<file path="config.mk">
export PLATFORM = sky130hd
export DESIGN_NAME = control_sequencer
export DESIGN_NICKNAME = d
export VERILOG_FILES = /design/src/rtl/control_sequencer_pkg.sv /design/src/rtl/control_sequencer_reg_select_decoder.sv /design/src/rtl/control_sequencer.sv
export SDC_FILE = /design/constraint.sdc
export NUM_CORES = 1
export LEC_CHECK = 0
export BUFFER_PORTS_ARGS = -buffer_cell sky130_fd_sc_hd__buf_4
export CORE_ASPECT_RATIO = 0.75
export CORE_MARGIN = 10
export CORE_UTILIZATION = 44
export CTS_CLUSTER_DIAMETER = 100
export DETAILED_ROUTE_END_ITERATION = 8
export PLACE_DENSITY = 0.86
export SYNTH_ARGS = -nofsm -noshare
export SYNTH_HDL_FRONTEND = slang
export SYNTH_HIERARCHICAL = 1
export SYNTH_SLANG_ARGS = --single-unit
</file>
<file path="constraint.sdc">
create_clock -name clk -period 4.5 [get_ports clk]
set_input_delay 0.45 -clock clk [delete_from_list [all_inputs] [get_ports clk]]
set_output_delay 0.45 -clock clk [all_outputs]
set_load 0.05 [all_outputs]
</file>
<file path="src/rtl/control_sequencer_pkg.sv">
// rtl/control_sequencer_pkg.sv - opcodes, state encoding and IR field layout for the mini-CPU sequencer
package control_sequencer_pkg;

    localparam int OPC_W    = 5;
    localparam int NREG_DEF = 16;
    localparam int STATE_W  = 4;

    localparam logic [4:0] OPC_ADD  = 5'b00000;
    localparam logic [4:0] OPC_SUB  = 5'b00001;
    localparam logic [4:0] OPC_AND  = 5'b00010;
    localparam logic [4:0] OPC_OR   = 5'b00011;
    localparam logic [4:0] OPC_SHR  = 5'b00100;
    localparam logic [4:0] OPC_SHL  = 5'b00101;
    localparam logic [4:0] OPC_ROL  = 5'b00110;
    localparam logic [4:0] OPC_ROR  = 5'b00111;
    localparam logic [4:0] OPC_MUL  = 5'b01000;
    localparam logic [4:0] OPC_DIV  = 5'b01001;
    localparam logic [4:0] OPC_NEG  = 5'b01010;
    localparam logic [4:0] OPC_NOT  = 5'b01011;
    localparam logic [4:0] OPC_NOP  = 5'b11110;
    localparam logic [4:0] OPC_HALT = 5'b11111;

    localparam logic [STATE_W-1:0] ST_RESET = 4'd0;
    localparam logic [STATE_W-1:0] ST_T0    = 4'd1;
    localparam logic [STATE_W-1:0] ST_T1    = 4'd2;
    localparam logic [STATE_W-1:0] ST_T2    = 4'd3;
    localparam logic [STATE_W-1:0] ST_T3    = 4'd4;
    localparam logic [STATE_W-1:0] ST_T4    = 4'd5;
    localparam logic [STATE_W-1:0] ST_T5    = 4'd6;
    localparam logic [STATE_W-1:0] ST_T6    = 4'd7;
    localparam logic [STATE_W-1:0] ST_HALT  = 4'd8;

    // IR[31:15] maps directly onto this struct: opc, Ra, Rb, Rc from MSB down
    localparam int IR_RC_LSB = 15;

    typedef struct packed {
        logic [4:0] opc;
        logic [3:0] ra;
        logic [3:0] rb;
        logic [3:0] rc;
    } ir_fields_t;

    function automatic logic is_alu_op(input logic [4:0] opc);
        case (opc)
            OPC_ADD, OPC_SUB, OPC_AND, OPC_OR, OPC_SHR, OPC_SHL,
            OPC_ROL, OPC_ROR, OPC_MUL, OPC_DIV, OPC_NEG, OPC_NOT: return 1'b1;
            default: return 1'b0;
        endcase
    endfunction

    function automatic logic is_unary(input logic [4:0] opc);
        return (opc == OPC_NEG) || (opc == OPC_NOT);
    endfunction

    function automatic logic is_wide(input logic [4:0] opc);
        return (opc == OPC_MUL) || (opc == OPC_DIV);
    endfunction

endpackage

</file>
<file path="src/rtl/control_sequencer_reg_select_decoder.sv">
// rtl/control_sequencer_reg_select_decoder.sv - 4-bit register index plus enable to one-hot select
module control_sequencer_reg_select_decoder #(
    parameter int NREG = 16
) (
    input  logic [3:0]      idx_i,
    input  logic            en_i,
    output logic [NREG-1:0] onehot_o
);

    always_comb begin
        onehot_o = '0;
        if (en_i) begin
            onehot_o[idx_i] = 1'b1;
        end
    end

endmodule

</file>
<file path="src/rtl/control_sequencer.sv">
// rtl/control_sequencer.sv - hardwired T0..T6 control unit producing every data_path strobe
module control_sequencer
    import control_sequencer_pkg::*;
#(
    parameter int OPW  = OPC_W,
    parameter int NREG = NREG_DEF
) (
    input  logic            clk,
    input  logic            rst_n,
    input  logic [31:0]     ir_i,
    input  logic            mem_ready_i,
    input  logic            stop_i,
    output logic            pc_out_o,
    output logic            mdr_out_o,
    output logic            zhigh_out_o,
    output logic            zlow_out_o,
    output logic            hi_out_o,
    output logic            lo_out_o,
    output logic            mar_in_o,
    output logic            pc_in_o,
    output logic            inc_pc_o,
    output logic            read_o,
    output logic            mdr_in_o,
    output logic            ir_in_o,
    output logic            y_in_o,
    output logic            zhigh_in_o,
    output logic            zlow_in_o,
    output logic            hi_in_o,
    output logic            lo_in_o,
    output logic [NREG-1:0] r_out_o,
    output logic [NREG-1:0] r_in_o,
    output logic [OPW-1:0]  op_o,
    output logic            run_o,
    output logic            illegal_o
);

    logic [STATE_W-1:0] state_q, state_d;
    logic               t1_first_q;
    ir_fields_t         fields_q;
    ir_fields_t         live;
    logic               unused_ir;
    logic               t3_alu;
    logic               rout_en, rin_en;
    logic [3:0]         rout_idx;

    // The IR register in data_path is only loaded at the end of T2, so T3 decodes it live
    // and freezes the fields for T4..T6.
    assign live      = ir_fields_t'(ir_i[31:IR_RC_LSB]);
    assign unused_ir = ^ir_i[IR_RC_LSB-1:0];
    assign t3_alu    = (state_q == ST_T3) && is_alu_op(live.opc);

    always_comb begin
        state_d = state_q;
        case (state_q)
            ST_RESET: state_d = ST_T0;
            ST_T0:    state_d = stop_i ? ST_HALT : ST_T1;
            ST_T1:    state_d = mem_ready_i ? ST_T2 : ST_T1;
            ST_T2:    state_d = ST_T3;
            ST_T3: begin
                if (live.opc == OPC_HALT)      state_d = ST_HALT;
                else if (is_alu_op(live.opc))  state_d = ST_T4;
                else                           state_d = ST_T0;
            end
            ST_T4:    state_d = ST_T5;
            ST_T5:    state_d = is_wide(fields_q.opc) ? ST_T6 : ST_T0;
            ST_T6:    state_d = ST_T0;
            ST_HALT:  state_d = ST_HALT;
            default:  state_d = ST_RESET;
        endcase
    end

    always_ff @(posedge clk or negedge rst_n) begin
        if (!rst_n) begin
            state_q    <= ST_RESET;
            t1_first_q <= 1'b0;
            fields_q   <= '0;
        end else begin
            state_q    <= state_d;
            t1_first_q <= (state_q == ST_T0);
            if (state_q == ST_T3) begin
                fields_q <= live;
            end
        end
    end

    assign rout_en  = t3_alu || ((state_q == ST_T4) && !is_unary(fields_q.opc));
    assign rout_idx = (state_q == ST_T3) ? live.rb : fields_q.rc;
    assign rin_en   = (state_q == ST_T5) && !is_wide(fields_q.opc);

    control_sequencer_reg_select_decoder #(.NREG(NREG)) u_rout_dec (
        .idx_i    (rout_idx),
        .en_i     (rout_en),
        .onehot_o (r_out_o)
    );

    control_sequencer_reg_select_decoder #(.NREG(NREG)) u_rin_dec (
        .idx_i    (fields_q.ra),
        .en_i     (rin_en),
        .onehot_o (r_in_o)
    );

    always_comb begin
        pc_out_o    = 1'b0;
        mdr_out_o   = 1'b0;
        zhigh_out_o = 1'b0;
        zlow_out_o  = 1'b0;
        hi_out_o    = 1'b0;
        lo_out_o    = 1'b0;
        mar_in_o    = 1'b0;
        pc_in_o     = 1'b0;
        inc_pc_o    = 1'b0;
        read_o      = 1'b0;
        mdr_in_o    = 1'b0;
        ir_in_o     = 1'b0;
        y_in_o      = 1'b0;
        zhigh_in_o  = 1'b0;
        zlow_in_o   = 1'b0;
        hi_in_o     = 1'b0;
        lo_in_o     = 1'b0;
        op_o        = '0;
        illegal_o   = 1'b0;
        run_o       = (state_q != ST_RESET) && (state_q != ST_HALT);
        case (state_q)
            ST_T0: begin
                pc_out_o  = 1'b1;
                mar_in_o  = 1'b1;
                inc_pc_o  = 1'b1;
                zlow_in_o = 1'b1;
            end
            ST_T1: begin
                zlow_out_o = 1'b1;
                pc_in_o    = t1_first_q;
                read_o     = 1'b1;
                mdr_in_o   = 1'b1;
            end
            ST_T2: begin
                mdr_out_o = 1'b1;
                ir_in_o   = 1'b1;
            end
            ST_T3: begin
                y_in_o    = t3_alu;
                illegal_o = !is_alu_op(live.opc) && (live.opc != OPC_NOP) && (live.opc != OPC_HALT);
            end
            ST_T4: begin
                op_o       = OPW'(fields_q.opc);
                zhigh_in_o = 1'b1;
                zlow_in_o  = 1'b1;
            end
            ST_T5: begin
                zlow_out_o = 1'b1;
                lo_in_o    = is_wide(fields_q.opc);
            end
            ST_T6: begin
                zhigh_out_o = 1'b1;
                hi_in_o     = 1'b1;
            end
            default: ;
        endcase
    end

endmodule

</file>
# Word-level counts from Yosys, hierarchy flattened
# Memories as Yosys holds them, arrays and structs flattened.
# Cells that the tools add are included.
[totals]
mem_bits_ro = 48
reg_bits = 18
n_memories = 3
[memory_table]
columns = ["memory", "depth", "width", "read_ports", "rd_clocked_by_memory_dff", "write_ports", "line_no", "rtl"]
rows = [
  ["(no name shown)", 16, 1, 1, 0, 0, "control_sequencer_pkg.sv:44", "case (opc)"],
  ["(no name shown)", 16, 1, 1, 0, 0, "control_sequencer_pkg.sv:44", ""],
  ["(no name shown)", 16, 1, 1, 0, 0, "control_sequencer_pkg.sv:44", ""],
]
[classes]
reduce_logical = 19
n_eq_ne = 16
n_lt_le_gt_ge = 4
mux = 31
[ops]
columns = ["op", "n"]
rows = [
  ["$mux 16", 2],
  ["$pmux 4 s8", 1],
  ["$eq 5x4->1 const B", 4],
  ["$mux 1", 20],
  ["$eq 4x3->1 const B", 4],
  ["$mux 4", 3],
  ["$lt 4x5->1 const B", 2],
  ["$ne 5x5->1 const B", 2],
  ["$demux 1 s4", 2],
  ["$eq 4x2->1 const B", 2],
  ["$ge 4x1->1 const B", 2],
  ["$logic_and 1x1->1", 8],
  ["$mux 3", 2],
  ["$reduce_or 2->1", 3],
  ["$eq 5x5->1 const B", 1],
  ["$mux 5", 1],
  ["$eq 4x1->1 const B", 1],
  ["$eq 4x4->1 const B", 1],
  ["$logic_not 4->1", 1],
  ["$ne 4x4->1 const B", 1],
  ["$reduce_bool 4->1", 1],
  ["$logic_not 1->1", 3],
  ["$logic_or 1x1->1", 3],
]

# Longest topological paths before layout
[depth]
word_depth = 7
ltp_mapped = 7
ltp_nobuf = 5

# Modules after synthesis
# Netlist, hierarchy kept.
[by_module_without_submodules]
columns = ["mod", "seq_area_each_um2", "instances", "area_per_inst_um2", "cells_each"]
rows = [
  ["control_sequencer", 450.4, 1, 1038.5, 125],
  ["control_sequencer_reg_select_decoder (u_rin_dec)", 0.0, 1, 120.1, 23],
  ["control_sequencer_reg_select_decoder (u_rout_dec)", 0.0, 1, 117.6, 23],
]

# Worst setup path before layout
# No wires, ideal clock.
[synth_timing]
kind = "register to output"
startpoint = "register state_q[3]"
endpoint = "output r_out_o[4]"
t_arrival_ps = 2967
path_stages_with_launch = 7
path_buffers = 1
t_required_ps = 4050
setup_slack_ps = 1083
cell_sequence = "dfrtp_1 -> buf_2 -> nand2b_1 -> nor2_1 -> a21o_1 -> nand3b_1 -> nor3_1"
[synth_lines]
columns = ["item", "line_no", "rtl"]
rows = [
  ["start, declared", "control_sequencer.sv:37", "logic [STATE_W-1:0] state_q, state_d;"],
  ["start signal, assigned", "control_sequencer.sv:78", "state_q <= state_d;"],
  ["$eq 4x3->1, on equally long branches", "control_sequencer.sv:50, control_sequencer.sv:86", ""],
  ["$logic_and 1x1->1, on equally long branches", "control_sequencer.sv:50, control_sequencer.sv:86", ""],
  ["$logic_or 1x1->1 (*)", "control_sequencer.sv:86", "assign rout_en = t3_alu || ((state_q == ST_T4) && !is_unary(fields_q.opc));"],
  ["net rout_en", "control_sequencer.sv:43", "logic rout_en, rin_en;"],
  ["$mux 16 (*)", "control_sequencer_reg_select_decoder.sv:12", "if (en_i) begin"],
  ["end, declared", "control_sequencer.sv:30", "output logic [NREG-1:0] r_out_o,"],
]
# Mark *: on every way through the listed nets, which the timed path passes. The rest lies on a longest branch.

# Worst setup path in the final report
[layout_timing]
startpoint = "register state_q[0]"
endpoint = "output r_out_o[0]"
[layout_via]
elab_chain_len = 7
[layout_rtl]
columns = ["item", "line_no", "rtl"]
rows = [
  ["$eq 4x3->1 (*)", "control_sequencer.sv:87", "assign rout_idx = (state_q == ST_T3) ? live.rb : fields_q.rc;"],
  ["$mux 4 (*)", "control_sequencer.sv:87", ""],
  ["net rout_idx[2]", "control_sequencer.sv:44", "logic [3:0] rout_idx;"],
  ["$lt 4x5->1 (implied by the code) / $ge 4x1->1 (equally long branches)", "control_sequencer_reg_select_decoder.sv:13", "onehot_o[idx_i] = 1'b1;"],
  ["$logic_and 1x1->1 (implied by the code)", "control_sequencer_reg_select_decoder.sv:13", ""],
  ["$mux 1 (implied by the code)", "control_sequencer_reg_select_decoder.sv:13", ""],
  ["$demux 1 s4 (*)", "n/a", ""],
  ["$mux 16 (*)", "control_sequencer_reg_select_decoder.sv:12", ""],
]
# Marks and branches as above.

==> impl_results.md <==
- Status: complete, no violations
- Leading area contributor after synthesis: dfrtp_1
- Layout cell share with drive strength beyond 1: 0.3602
- Crit path launch type: flip-flop
- I/O pin total: 92
- Post-Route Setup TNS: 0 ns
- Syn Area/Cell: 7.463 sq um
- Ant. Diodes: 0
- Setup Skew: 0.001324 ns
- Global-route met2 utilization: 0.2219
- Top FF cell, synth: dfrtp_1
- Critical path depth: 6
- Final setup viols: 0
- Slowest CP cell: or4b_1
- H-tree depth reported by CTS: 1
- RSZ-0062 raised after global routing: no
- Largest cells by area after synthesis: dfrtp_1, nand2_1, nor2_1, buf_4, nor3_1
- Hold buffers post-CTS: 0
- Final Cycle Share: 0.6981
- Placed cell area: 1792 sq um
- CTS tree: done
- Via density per instance: 4.960
- Tot GR Track Use: 0.1293
- Met1 Usage GRT: 0.1530
- CTS max path bufs: 2
- Die Area: 5477 sq um
- Clk slew on worst S/H paths: 0.06 ns
- Placement Setup Slack: 1.644 ns
- WL final: 3841 microns
- Dpl hpwl: 3169 microns
- Cell count after synthesis: 171
- Row cnt: 16
- Wire per inst: 14.12 microns
- Max-Cap Viols: 0
- Synth top area share: 0.3529
- Sequential area share after synthesis: 0.3529
- VDD IR max: 0.3808 mV
- Tot Pwr: 1.090 mW
- Pre-Repair DR Iteration Count: 4
- DR vias: 1349
- Crit-path max cell delay: 0.82 ns
- Data arrival, critical path: 2.69 ns
- Setup CP Type: reg2out
- Gp weighted congestion: 0.8254
- Root Buffer: clkbuf_8
- Worst Reg2Reg Path Length in Cells: 3
- Reg2reg start: state_q[0]
- Core Region: 2683 sq um
- F_max: 318.3 MHz
- Vias in the first global route: 1264
- Crit-path cells: or4b_1 > nand2_1 > nand2_1 > or3b_4 > nor3_2 > buf_4
- Worst-margin pin slew: 0.5855 ns
- Met3 Use GR: 0.05496
- Post-synth EDFFs: 0
- Crit path time final: 3.141 ns
- Cts bufs inserted: 3
- Chip Width: 82.19 microns
- Slew HR: 0.6042
- Clock sink count: 18
- Post-CTS Setup Repair Bufs: 0
- Leakage power: 0.9397 nW
- Antenna violations before repair: 0
- FFs w/ async S/R, synth: 1.000
- Fillers: 229
- Area grow syn2layout: 43.63%
- Final Cell Area: 1833 sq um
- Drt drc: 0
- Nets@finish: 274
- Max-slew violations: 0
- Final worst setup slack: 1.359 ns
- Setup crit end kind: output port
- Maximum fanout along the worst path: 14
- Power Dens Cells: 594.9 nW/um^2
- Initial Utilization: 0.4757
- Die Y-Extent: 66.64 microns
- Global route total overflow: 0
- # resized after CTS: 0
- YS warnings: 6
- Post-Syn Area: 1276 sq um
- CP most frequent cell: nand2_1
- Hold Crit Class: in2async
- CP Buf/Inv Count: 1
- Pin count of the biggest net entering global routing: 19
- Clock Latency Late Sink: 0.25 ns
- Final ANT Viol Nets: 0
- Endpoints failing hold: 0
- I/O Buffers: 74
- Synth unique cells: 32
- Worst Setup SP: state_q[0]
- GRT Max-Usage Layer: met2
- First-pass GRT wire length: 5844 microns
- Initial DRC count: 74
- Placed cells: 269
- Seq cells post-synth: 18
- CP delay by family, top: simple AND/OR/NAND/NOR gates
- WP data required: 4.05 ns
- Final Instance Count excl. Fillers: 272
[worst register-to-register path: stages (launching register included)]
cell and delay, ns:
dfrtp_1 0.55, or4b_1 0.82, nand2_1 0.20, nand2_1 0.06
[synth_stat cells (2+ instances only)]
cell / count
a21oi_1: 2
inv_1: 3
a31oi_1: 2
nand3b_1: 4
nor2b_1: 2
nand2_1: 50
nand3_1: 2
nor3b_1: 2
nor3_2: 2
dfrtp_1: 18
o21ai_0: 2
buf_4: 8
nand2b_1: 7
and2_1: 7
or3b_4: 2
nand4bb_1: 2
buf_2: 5
or3_1: 2
nor3_1: 11
nor2_1: 26
[cell families (layout without fill, tap and decap cells)]
group | after synthesis | after routing | share of synthesized area
compound gates | 10 | 10 | 0.05392
buf+inv | 17 | 81 | 0.08431
flops | 18 | 18 | 0.3529
other cells | 1 | 2 | 0.002938
simple gates | 125 | 125 | 0.5059
[path summary, 6_finish.rpt]
check,endpoint,slack [ns]
min in group clk,fields_q[9],0.39
max in group asynchronous,fields_q[12],4.25
min reg2reg,fields_q[3],0.46
max,r_out_o[0],1.36
max reg2reg,fields_q[2],2.77
min,fields_q[1],0.06
[final cells by class]
cell class | instances | area (sq um) | share of cell area
multi-input combinational | 137 | 721.9 | 0.3939
timing repair buffer | 75 | 563.0 | 0.3072
sequential | 18 | 450.4 | 0.2457
tap | 36 | 45.04 | 0.02457
clock buffer | 3 | 41.29 | 0.02253
inverter | 3 | 11.26 | 0.006143
[through the flow]
step / hold slack [ns] / utilization
floorplan: 0.1544 / -
global route: 0.06821 / 0.6833
CTS: 0.06265 / 0.6833
finish: 0.05829 / 0.6833
detailed placement: 0.3304 / 0.6679
global placement: 0.3320 / 0.6679
[state kept, by name, indices dropped and copies added (netlist names)]
name / count
t1_first_q: 1
fields_q: 13
state_q: 4
[layer usage]
metal | vias to the layer above | wire [microns] | share of wire
met4 | 0 | 5 | 0.0013
met2 | 43 | 1834 | 0.48
met5 | - | 0 | 0
li1 | 686 | - | -
met1 | 618 | 1653 | 0.43
met3 | 2 | 347 | 0.090
[power by group]
part           internal (mW)  switching, mW
Combinational          0.203          0.427
Clock                 0.0594         0.0488
Sequential             0.242          0.112
Total                  0.503          0.587
[placed cells by master (no fill, tap or decap), drive strengths merged, types with 3 or more instances in the layout]
master  instances
and2            7
buf            75
clkbuf          3
dfrtp          18
inv             3
nand2          50
nand2b          7
nand3b          4
nor2           27
nor3           13
nor4b           3
(Power assumes the default switching activity.)
